### src/rtl/serial_subtractor.sv
// serial_subtractor: LSB-first bit-serial a - b - borrow with start/busy/done handshake.
// Define SERIAL_SUB_OVERFLOW_EN to add the registered signed-overflow output.
module serial_subtractor #(
  parameter int WIDTH = 16
) (
  input  logic             clk,
  input  logic             resetN,
  input  logic             start,
  input  logic [WIDTH-1:0] in1,
  input  logic [WIDTH-1:0] in2,
  input  logic             borrowIn,
  output logic             busy,
  output logic             done,
  output logic [WIDTH-1:0] out,
`ifdef SERIAL_SUB_OVERFLOW_EN
  output logic             borrowOut,
  output logic             overflow
`else
  output logic             borrowOut
`endif
);
  localparam int CW = $clog2(WIDTH) + 1;
  typedef enum logic [1:0] {IDLE, RUN, DONE} state_t;
  state_t state_q, state_d;
  logic [WIDTH-1:0] a_q, a_d, b_q, b_d, r_q, r_d, out_q, out_d;
  logic [CW-1:0] cnt_q, cnt_d;
  logic br_q, br_d, bo_q, bo_d;
  logic d_bit, br_nx, last, accept;
  assign d_bit  = a_q[0] ^ b_q[0] ^ br_q;
  assign br_nx  = (~a_q[0] & b_q[0]) | (~(a_q[0] ^ b_q[0]) & br_q);
  assign last   = cnt_q == CW'(WIDTH - 1);
  assign accept = start && state_q != RUN;
`ifdef SERIAL_SUB_OVERFLOW_EN
  logic ov_q, ov_d;
  always_comb begin
    ov_d = ov_q;
    if (!accept && state_q == RUN && last)
      ov_d = (a_q[0] != b_q[0]) && (d_bit != a_q[0]);
  end
  always_ff @(posedge clk or negedge resetN)
    if (!resetN) ov_q <= 1'b0;
    else ov_q <= ov_d;
  assign overflow = ov_q;
`endif
  always_comb begin
    state_d = state_q;
    a_d     = a_q;
    b_d     = b_q;
    r_d     = r_q;
    br_d    = br_q;
    cnt_d   = cnt_q;
    out_d   = out_q;
    bo_d    = bo_q;
    if (accept) begin
      state_d = RUN;
      a_d     = in1;
      b_d     = in2;
      br_d    = borrowIn;
      cnt_d   = '0;
      r_d     = '0;
    end else if (state_q == RUN) begin
      a_d   = a_q >> 1;
      b_d   = b_q >> 1;
      br_d  = br_nx;
      r_d   = {d_bit, r_q[WIDTH-1:1]};
      cnt_d = cnt_q + CW'(1);
      if (last) begin
        state_d = DONE;
        out_d   = {d_bit, r_q[WIDTH-1:1]};
        bo_d    = br_nx;
      end
    end else begin
      state_d = IDLE;
    end
  end
  always_ff @(posedge clk or negedge resetN)
    if (!resetN) begin
      state_q <= IDLE;
      a_q     <= '0;
      b_q     <= '0;
      r_q     <= '0;
      br_q    <= 1'b0;
      cnt_q   <= '0;
      out_q   <= '0;
      bo_q    <= 1'b0;
    end else begin
      state_q <= state_d;
      a_q     <= a_d;
      b_q     <= b_d;
      r_q     <= r_d;
      br_q    <= br_d;
      cnt_q   <= cnt_d;
      out_q   <= out_d;
      bo_q    <= bo_d;
    end
  assign busy      = state_q == RUN;
  assign done      = state_q == DONE;
  assign out       = out_q;
  assign borrowOut = bo_q;
endmodule

### config.mk
export PLATFORM = sky130hd
export DESIGN_NAME = serial_subtractor
export DESIGN_NICKNAME = d
export VERILOG_FILES = /design/src/rtl/serial_subtractor.sv
export SDC_FILE = /design/constraint.sdc
export NUM_CORES = 1
export LEC_CHECK = 0
export BUFFER_PORTS_ARGS = -buffer_cell sky130_fd_sc_hd__clkbuf_2
export CAP_MARGIN = 15
export CORE_MARGIN = 2
export CORE_UTILIZATION = 60
export CTS_CLUSTER_DIAMETER = 80
export CTS_CLUSTER_SIZE = 16
export DETAILED_ROUTE_END_ITERATION = 6
export PLACE_DENSITY_LB_ADDON = 0.08
export SYNTH_ARGS = -nofsm -noshare
export SYNTH_HDL_FRONTEND = slang
export SYNTH_SLANG_ARGS = --single-unit
### constraint.sdc
create_clock -name clk -period 2.5 [get_ports clk]
set_input_delay 0.125 -clock clk [delete_from_list [all_inputs] [get_ports clk]]
set_output_delay 0.125 -clock clk [all_outputs]
set_load 0.01 [all_outputs]
==> results.toml, run 1 <==
[cts]
cts_resized = 0
clkTransAtPathRegs_ps = 70
cts_tree = "done"
clock_latency_ps = 340
root_buffer = "clkbuf_8"
cts_buffers = 9
htree_levels = 3
clk_path_buf_depth = 2
post_cts_buffers = 0
clock_sinks = 72

[cells_and_area]
area_growth_syn_to_layout_pct = 15.7
antenna_cells = 0
final_common_cell = "dfrtp_1"
fill_cells = 384
drive_above_1_share_pct = 28.1
nNetsFinal = 368
final_cell_mix = "dfrtp_1, clkbuf_2, nand2_1, o21ai_0, mux2i_1"
design_area_um2 = 3680

[global_routing]
gr-total-overflow = 0
grt_pass1_wl_mm = 9.63
antenna_found_initial = 0
grt_pass1_vias = 2174
grt_max_degree = 73
track_usage_pct = 20.6

[route]
drt-initial-drc-count = 101
totalWireLength_mm = 5.34
drc = 0
wl_per_cell_um = 13.2
drt_first_pass_iters = 4
antenna_left = 0
viasPerCell = 5.18
vias = 2092

[critical_path]
critPathTopFamily = "buffers and inverters"
critPathKind = "flop to output port"
cp-start-kind = "flop"
crit_start = "state_q[1]"
r2r_setup_slack_ps = 730
path_depth = 3
path_max_fanout = 47
setup.worst_path.end_class = "output port"
crit_path_end = "busy"
rr_worst_depth = 6
crit_chain = "nand2b_4 -> inv_2 -> clkbuf_2"
worst_ep_arrival_time_ps = 1660
required_ps = 2380
path_buf_inv = 2
regToRegStartpoint = "cnt_q[0]"
worst_path_max_delay_cell = "inv_2"
max_stage_delay_ps = 500
reg2reg_to = "out[15]"

[logic_synthesis]
synth.net_count = 316
syn_area_um2 = 3180
synth-seq-cells = 72
synth_cell_types = 28
syn-mean-instance-area_um2 = 11.5
syn_inst = 277
ys_warn_count = 0
ys_seq_area_share_pct = 56.7

[die]
core-area_um2 = 5110
start_util_pct = 62.2
num_rows = 26
dieArea_um2 = 5900
die_y_um = 76.8
die_w_um = 76.8
ios = 55

[sta]
tns_ps = 0
final.period_utilization_pct = 71.2
tightest_slew_ps = 886
min_period_ps = 1780
max_slew_margin_pct = 40.9
timing.fmax_mhz = 562
fin_worst_skew_ps = 6.77
rsz0062_at_grt = "no"
slew_viol_final = 0
setup_viol_count_final = 0
hold_violations = 0

[placement]
routabilityCongestion = 0.697
place_area_um2 = 3470
io_buffers = 54
hpwl_mm = 3.37

[job]
maxCapViolCount = 0

[run_status]
status = "completed"

[power]
power.density_nw_per_um2 = 1140
power_leakage_uw = 0.00189
peakVddDrop_uv = 478

[hold_path]
holdPathStages = 3
hp-class = "primary input to flop"
synth_stat cells, drive strengths merged:
| library cell | count | area, µm² |
|---|---|---|
| a21oi | 1 | 5.00 |
| a22o | 1 | 8.76 |
| and2b | 1 | 8.76 |
| and3 | 1 | 6.26 |
| buf | 14 | 111 |
| clkbuf | 5 | 22.5 |
| dfrtp | 72 | 1800 |
| fa | 1 | 20.0 |
| ha | 2 | 25.0 |
| inv | 5 | 18.8 |
| mux2 | 18 | 229 |
| mux2i | 33 | 330 |
| nand2 | 49 | 184 |
| nand2b | 17 | 114 |
| nand3 | 1 | 5.00 |
| nand3b | 1 | 7.51 |
| nor2 | 4 | 15.0 |
| o211a | 1 | 10.0 |
| o21ai | 48 | 240 |
| or3 | 1 | 6.26 |
| xnor2 | 1 | 8.76 |
worst reg2reg max path: stages (launching register included):
cell and delay [ps]:
dfrtp_1 400, ha_1 220, and3_1 180, ha_1 180
nand3b_1 110, buf_4 220, mux2_2 350
cell type report:
type	count	area, µm²	share of cell area [%]
repair buffers	60	345	9.39
multi-input cells	181	1220	33.3
clock inverters	3	40.0	1.09
well taps	70	87.6	2.38
flip-flops and latches	72	1800	49.0
clock buffers	13	159	4.32
inverters	5	18.8	0.511
how the worst min path moves through the flow:
stage	startpoint	end	slack, ps
after global routing	in2[15]	b_q[15]	50
after global placement	resetN	out[3]	310
after floorplan	resetN	a_q[0]	-170
after detailed placement	resetN	out[4]	310
final	in1[15]	a_q[15]	40
after CTS	in1[15]	a_q[15]	30
stage by stage:
step | worst slack [ps] | hold slack (ps) | total power (µW) | std cells | util [%]
floorplan | 795 | -171 | 2920 | 277 | -
global placement | 775 | 308 | 3220 | 387 | 67.9
detailed placement | 714 | 307 | 3300 | 387 | 67.9
CTS | 683 | 29.8 | 4240 | 404 | 72.0
global route | 599 | 48.9 | 4520 | 404 | 72.0
finish | 719 | 39.8 | 4180 | 404 | 72.0
sequential cells by signal (all words and copies together), names as in the netlist:
signal,cells
b_q,16
out,16
state_q,2
a_q,16
borrowOut,1
r_q,15
cnt_q,5
br_q,1
layer usage:
| metal | vias to the layer above | GRT usage, % | routed length (µm) |
|---|---|---|---|
| met4 | 0 | 10.4 | 118 |
| met1 | 1006 | 26.7 | 2500 |
| met3 | 10 | 5.06 | 239 |
| li1 | 1033 | - | - |
| met2 | 43 | 32.6 | 2480 |
| met5 | - | 0 | 0 |
logic make-up (layout without fill, tap and decap cells):
kind of cell / Yosys count / after routing / share of synthesized area [%]
AOI/OAI and AO/OA: 51 / 51 / 8.31
xor gates and xnor gates: 1 / 1 / 0.276
adders and majority gates: 3 / 3 / 1.42
buffers and inverters: 24 / 81 / 4.80
DFF: 72 / 72 / 56.7
muxes: 51 / 51 / 17.6
and+or+nand+nor: 75 / 75 / 10.9
what timing repair did:
| action | CTS | global route |
|---|---|---|
| hold endpoints to repair | 72 | 0 |
| hold buffers | 1 | 0 |
| setup endpoints to repair | 0 | 0 |
power by group:
| group | internal (µW) | total (µW) | switching [µW] |
|---|---|---|---|
| Sequential | 1650 | 1930 | 286 |
| Combinational | 618 | 1320 | 705 |
| Clock | 513 | 927 | 413 |
| Total | 2780 | 4180 | 1400 |
(Power assumes the default switching activity.)
==> run 2, diff against run 1 <==
--- a/config.mk
+++ b/config.mk
@@ -5,10 +5,11 @@
 export SDC_FILE = /design/constraint.sdc
 export NUM_CORES = 1
 export LEC_CHECK = 0
+export ABC_AREA = 1
 export BUFFER_PORTS_ARGS = -buffer_cell sky130_fd_sc_hd__clkbuf_2
 export CAP_MARGIN = 15
 export CORE_MARGIN = 2
-export CORE_UTILIZATION = 60
+export CORE_UTILIZATION = 49
 export CTS_CLUSTER_DIAMETER = 80
 export CTS_CLUSTER_SIZE = 16
 export DETAILED_ROUTE_END_ITERATION = 6
==> constraint.sdc (replaced) <==
create_clock -name clk -period 1.4 [get_ports clk]
set_input_delay 0.07 -clock clk [delete_from_list [all_inputs] [get_ports clk]]
set_output_delay 0.07 -clock clk [all_outputs]
set_load 0.01 [all_outputs]
==> results.toml, run 2 <==
[run_status]
status = "finished with violations"
violations = "negative setup slack"

[cells_and_area]
final_cell_mix = "nand2_1, dfrtp_1, nand3_1, clkbuf_2, dlygate4sd3_1"
design_area_um2 = 4220
drive_above_1_share_pct = 29.7
area_growth_syn_to_layout_pct = 41.4
antenna_cells = 0
final_common_cell = "nand2_1"
nNetsFinal = 461

[placement]
hpwl_mm = 3.84
io_buffers = 54
place_area_um2 = 3350
routabilityCongestion = 0.733

[global_routing]
track_usage_pct = 21.3
gr-total-overflow = 0
grt_pass1_wl_mm = 10.8
grt_pass1_vias = 2481
grt_max_degree = 73
antenna_found_initial = 0

[cts]
clkTransAtPathRegs_ps = 70
cts_tree = "done"
clk_path_buf_depth = 2
cts_buffers = 9
clock_sinks = 72
clock_latency_ps = 330
root_buffer = "clkbuf_8"
htree_levels = 3

[critical_path]
path_buf_inv = 1
cp_common_cell = "nand2_2"
setup.worst_path.end_class = "flop"
worst_path_max_delay_cell = "dfrtp_1"
max_stage_delay_ps = 370
crit_chain = "ha_2 -> nand2_2 -> nor2_4 -> ha_4 -> nand2_8 -> clkbuf_16 -> nand2_2 -> o21ai_1"
cp-start-kind = "flop"
critPathTopFamily = "flip-flops"
critPathKind = "flop to flop"
worst_ep_arrival_time_ps = 1630
path_max_fanout = 7
required_ps = 1620

[die]
die_y_um = 82.0
die_w_um = 82.0
core-area_um2 = 5890
start_util_pct = 50.7
num_rows = 28
dieArea_um2 = 6730
ios = 55

[route]
totalWireLength_mm = 7.15
wl_per_cell_um = 14.2
antenna_left = 0
drt-initial-drc-count = 159
drt_first_pass_iters = 4
vias = 2601
viasPerCell = 5.18
drc = 0

[logic_synthesis]
synth_cell_types = 20
synth_top_cell_by_area = "dfrtp_1"
synth-compound-area-share_pct = 6.71
synth_top_family_by_area = "simple AND/OR/NAND/NOR gates"
syn_inst = 324
synth_flop_cell = "dfrtp_1"
ys_seq_area_share_pct = 60.4
ys_top_cells_by_area = "dfrtp_1, nand2_1, nand3_1, o22ai_1, o21ai_1"
synth_top_area_share_pct = 60.4
synth_fa_ha_area_share_pct = 1.51
synthXorXnorAreaFrac_pct = 0
ys_warn_count = 0
syn-mean-instance-area_um2 = 9.21
synth_common_cells = "nand2_1, dfrtp_1, nand3_1"
async_reset_ff_share_pct = 100
synth_edf_count = 0
syn_area_um2 = 2980
synth_most_common_cell = "nand2_1"
synth.net_count = 363
synth_mux_area_share_pct = 0
yosys.area_share.simple_pct = 24.4
synth-seq-cells = 72

[sta]
hold_violations = 0
tightest_slew_ps = 440
rsz0062_at_grt = "yes"
fin_worst_skew_ps = 9.73
min_period_ps = 1400
slew_viol_final = 0
layout_setup_ws_ps = -3.88
max_slew_margin_pct = 70.6
timing.fmax_mhz = 712
final.period_utilization_pct = 100
setup_viol_count_final = 2

[power]
total_power_uw = 8650
power_leakage_uw = 0.00211
power.density_nw_per_um2 = 2050
peakVddDrop_uv = 999

[job]
maxCapViolCount = 0

[hold_path]
hp-class = "primary input to flop"
run 2: cell type report:
class | count | area, µm²
Clock buffer | 12 | 165
Multi-Input combinational cell | 206 | 1140
Fill cell | 465 | 1670
Tap cell | 75 | 93.8
Clock inverter | 4 | 51.3
Timing Repair Buffer | 105 | 861
Inverter | 28 | 105
Sequential cell | 72 | 1800
run 2: path summary, 6_finish.rpt:
check,to,slack (ps),startpoint,cells past startpoint
min in group asynchronous,out[8],270,resetN,3
worst min-delay path,b_q[2],20,in2[2],3
max in group asynchronous,b_q[2],800,resetN,3
worst min register to register,a_q[15],470,a_q[15],2
worst max register to register,out[2],-4,cnt_q[1],8
worst max-delay path,out[2],-4,cnt_q[1],8
run 2: per-stage QoR:
stage | setup TNS [ps] | utilization [%] | hold slack (ps) | setup slack, ps | instances
6_report | -7.13 | 71.7 | 16.0 | -3.88 | 502
4_1_cts | -7.85 | 66.9 | 5.18 | -7.85 | 496
3_5_place_dp | -23.7 | 57.0 | 110 | -20.6 | 446
3_3_place_gp | 0 | 57.0 | 115 | 53.1 | 446
2_1_floorplan | 0 | - | -226 | 20.8 | 324
5_1_grt | -939 | 71.7 | 32.2 | -65.9 | 502
run 2: power breakdown:
group,switching (µW),total (µW),internal [µW]
logic,1950,3440,1490
clock network,759,1730,969
registers,519,3480,2960
total,3230,8650,5420
run 2: worst min-delay path, stage by stage:
cell	delay [ps]
clkbuf_2	90
nand3_1	70
nand3_1	80
run 2: timing repair:
| item | in CTS | in global routing |
|---|---|---|
| endpoints found under the setup margin | 17 | 20 |
| hold endpoints to repair | 104 | 0 |
| pin swaps | 1 | 1 |
| buffers inserted | 0 | 1 |
| resized for setup | 3 | 44 |
| gates cloned | 1 | 5 |
| hold buffers | 33 | 0 |
run 2: kinds of logic (layout without fill, tap and decap cells):
| group | count (synthesis) | after routing |
|---|---|---|
| buffers and inverters | 46 | 149 |
| DFF | 72 | 72 |
| and+or+nand+nor | 167 | 167 |
| adders and majority gates | 3 | 3 |
| AOI/OAI and AO/OA | 36 | 36 |
run 2: per-layer routing:
metal	wire length (µm)	vias to the layer above	GRT usage, %
met3	215	9	4.95
met2	3840	66	38.8
li1	-	1254	-
met1	3010	1272	24.5
met4	87	0	7.00
met5	0	-	0
==> run 3, diff against run 2 <==
--- a/config.mk
+++ b/config.mk
@@ -8,7 +8,6 @@
 export ABC_AREA = 1
 export BUFFER_PORTS_ARGS = -buffer_cell sky130_fd_sc_hd__clkbuf_2
 export CAP_MARGIN = 15
-export CORE_MARGIN = 2
 export CORE_UTILIZATION = 49
 export CTS_CLUSTER_DIAMETER = 80
 export CTS_CLUSTER_SIZE = 16
==> results.toml, run 3 (synthesis results as in run 2) <==
[sta]
rsz0062_at_grt = "yes"
timing.fmax_mhz = 670
final.period_utilization_pct = 107
min_period_ps = 1490
fin_worst_skew_ps = 7.11
max_slew_margin_pct = 71.2
setup_viol_count_final = 18
hold_violations = 0
hold_ws_ps = 220
layout_setup_ws_ps = -92.4
tightest_slew_ps = 431
slew_viol_final = 0

[global_routing]
track_usage_pct = 22.0
antenna_found_initial = 0
gr-total-overflow = 0
grt_max_degree = 73
grt_pass1_wl_mm = 10.6
grt_pass1_vias = 2393

[placement]
hpwl_mm = 3.75
routabilityCongestion = 0.701
io_buffers = 54

[cells_and_area]
drive_above_1_share_pct = 28.7
nNetsFinal = 467
final_common_cell = "nand2_1"
final_util_pct = 70.3
fill_cells = 473
final_cell_mix = "nand2_1, dfrtp_1, nand3_1, clkbuf_2, dlygate4sd3_1"
antenna_cells = 0
area_growth_syn_to_layout_pct = 38.7

[die]
core-area_um2 = 5890
num_rows = 28
start_util_pct = 50.7
die_w_um = 80.0
ios = 55
die_y_um = 80.0
dieArea_um2 = 6400

[power]
clkPwrFrac_pct = 17.4
power.density_nw_per_um2 = 2020
swShare_pct = 37.1
switchingPower_uw = 3100
peakVddDrop_uv = 1040
power_frac_seq_pct = 40.8
power_leakage_uw = 0.00210
internal_power_uw = 5260
p_comb_share_pct = 41.8

[cts]
clock_latency_ps = 330
clk_path_buf_depth = 2
cts_buffers = 9
cts_tree = "done"
htree_levels = 3
clock_sinks = 72
root_buffer = "clkbuf_8"
clkTransAtPathRegs_ps = 80

[critical_path]
critPathKind = "flop to flop"
cp-start-kind = "flop"
path_max_fanout = 9
worst_ep_arrival_time_ps = 1710
required_ps = 1620
setup.worst_path.end_class = "flop"

[route]
drt-initial-drc-count = 166
vias = 2570
antenna_left = 0
drc = 0
viasPerCell = 5.07
totalWireLength_mm = 7.07
wl_per_cell_um = 13.9
drt_first_pass_iters = 4

[run_status]
status = "finished with violations"
violations = "negative setup slack"

[hold_path]
hp-class = "primary input to flop"

[job]
maxCapViolCount = 0
==> run 3: changes by cell type in the layout (fill, tap and decap cells not counted), sizes merged <==
| cell | delta |
|---|---|
| buf | +5 |
| bufinv | -1 |
| dlygate4sd3 | +1 |
==> run 3: worst paths after layout <==
kind | endpoint | slack [ps] | from | cells past startpoint
max | out[4] | -90 | cnt_q[1] | 8
min | b_q[0] | 220 | start | 3
max reg2reg | out[4] | -90 | cnt_q[1] | 8
min reg2reg | b_q[15] | 480 | b_q[15] | 2
max in group asynchronous | a_q[1] | 810 | resetN | 3
min in group asynchronous | out[9] | 280 | resetN | 3
==> run 3: area by class of cell <==
class	instances	area, µm²	share of cell area, %
clock buffers	12	155	3.75
clock inverters	3	17.5	0.423
inverters	28	105	2.54
multi-input cells	206	1060	25.6
flip-flops and latches	72	1800	43.5
well taps	75	93.8	2.27
repair buffers	111	906	21.9
==> run 3: critical path, cell delays in order (launching register included) <==
cell       delay (ps)
dfrtp_1           380
ha_2              200
nand2_2            70
nor2_2            120
ha_2              200
nand2_4           110
clkbuf_16         190
nand2_2            50
o21ai_1            60
==> run 3: power by group through the flow <==
| stage | logic (µW) | registers, µW | clock network, µW |
|---|---|---|---|
| floorplan | 1890 | 3450 | 0 |
| global placement | 2800 | 3370 | 0 |
| detailed placement | 2860 | 3390 | 0 |
| CTS | 2950 | 3360 | 1490 |
| global route | 3910 | 3500 | 1570 |
| finish | 3490 | 3410 | 1450 |
==> run 3: repair_timing <==
item	4_1_cts	5_1_grt
hold buffers	34	0
gates cloned	0	4
resized for setup	1	30
endpoints found under the setup margin	1	21
pin swaps	0	5
hold endpoints to repair	105	0
setup buffers	0	6
==> run 3: metrics by stage <==
| stage | setup TNS (ps) | area, µm² | power, µW | setup slack [ps] | instances |
|---|---|---|---|---|---|
| 2_1_floorplan | 0 | 2980 | 5330 | 20.8 | 324 |
| 4_1_cts | 0 | 3900 | 7800 | 5.29 | 497 |
| 3_5_place_dp | 0 | 3380 | 6250 | 23.7 | 448 |
| 3_3_place_gp | 0 | 3380 | 6170 | 63.3 | 448 |
| 6_report | -1080 | 4140 | 8360 | -92.4 | 507 |
| 5_1_grt | -2330 | 4140 | 8980 | -157 | 507 |
==> run 3: per-layer routing <==
metal  GRT usage (%)  wire [µm]
met3            4.23        265
met2            37.3       3580
met4            9.11        132
met5               0          0
met1            27.4       3090
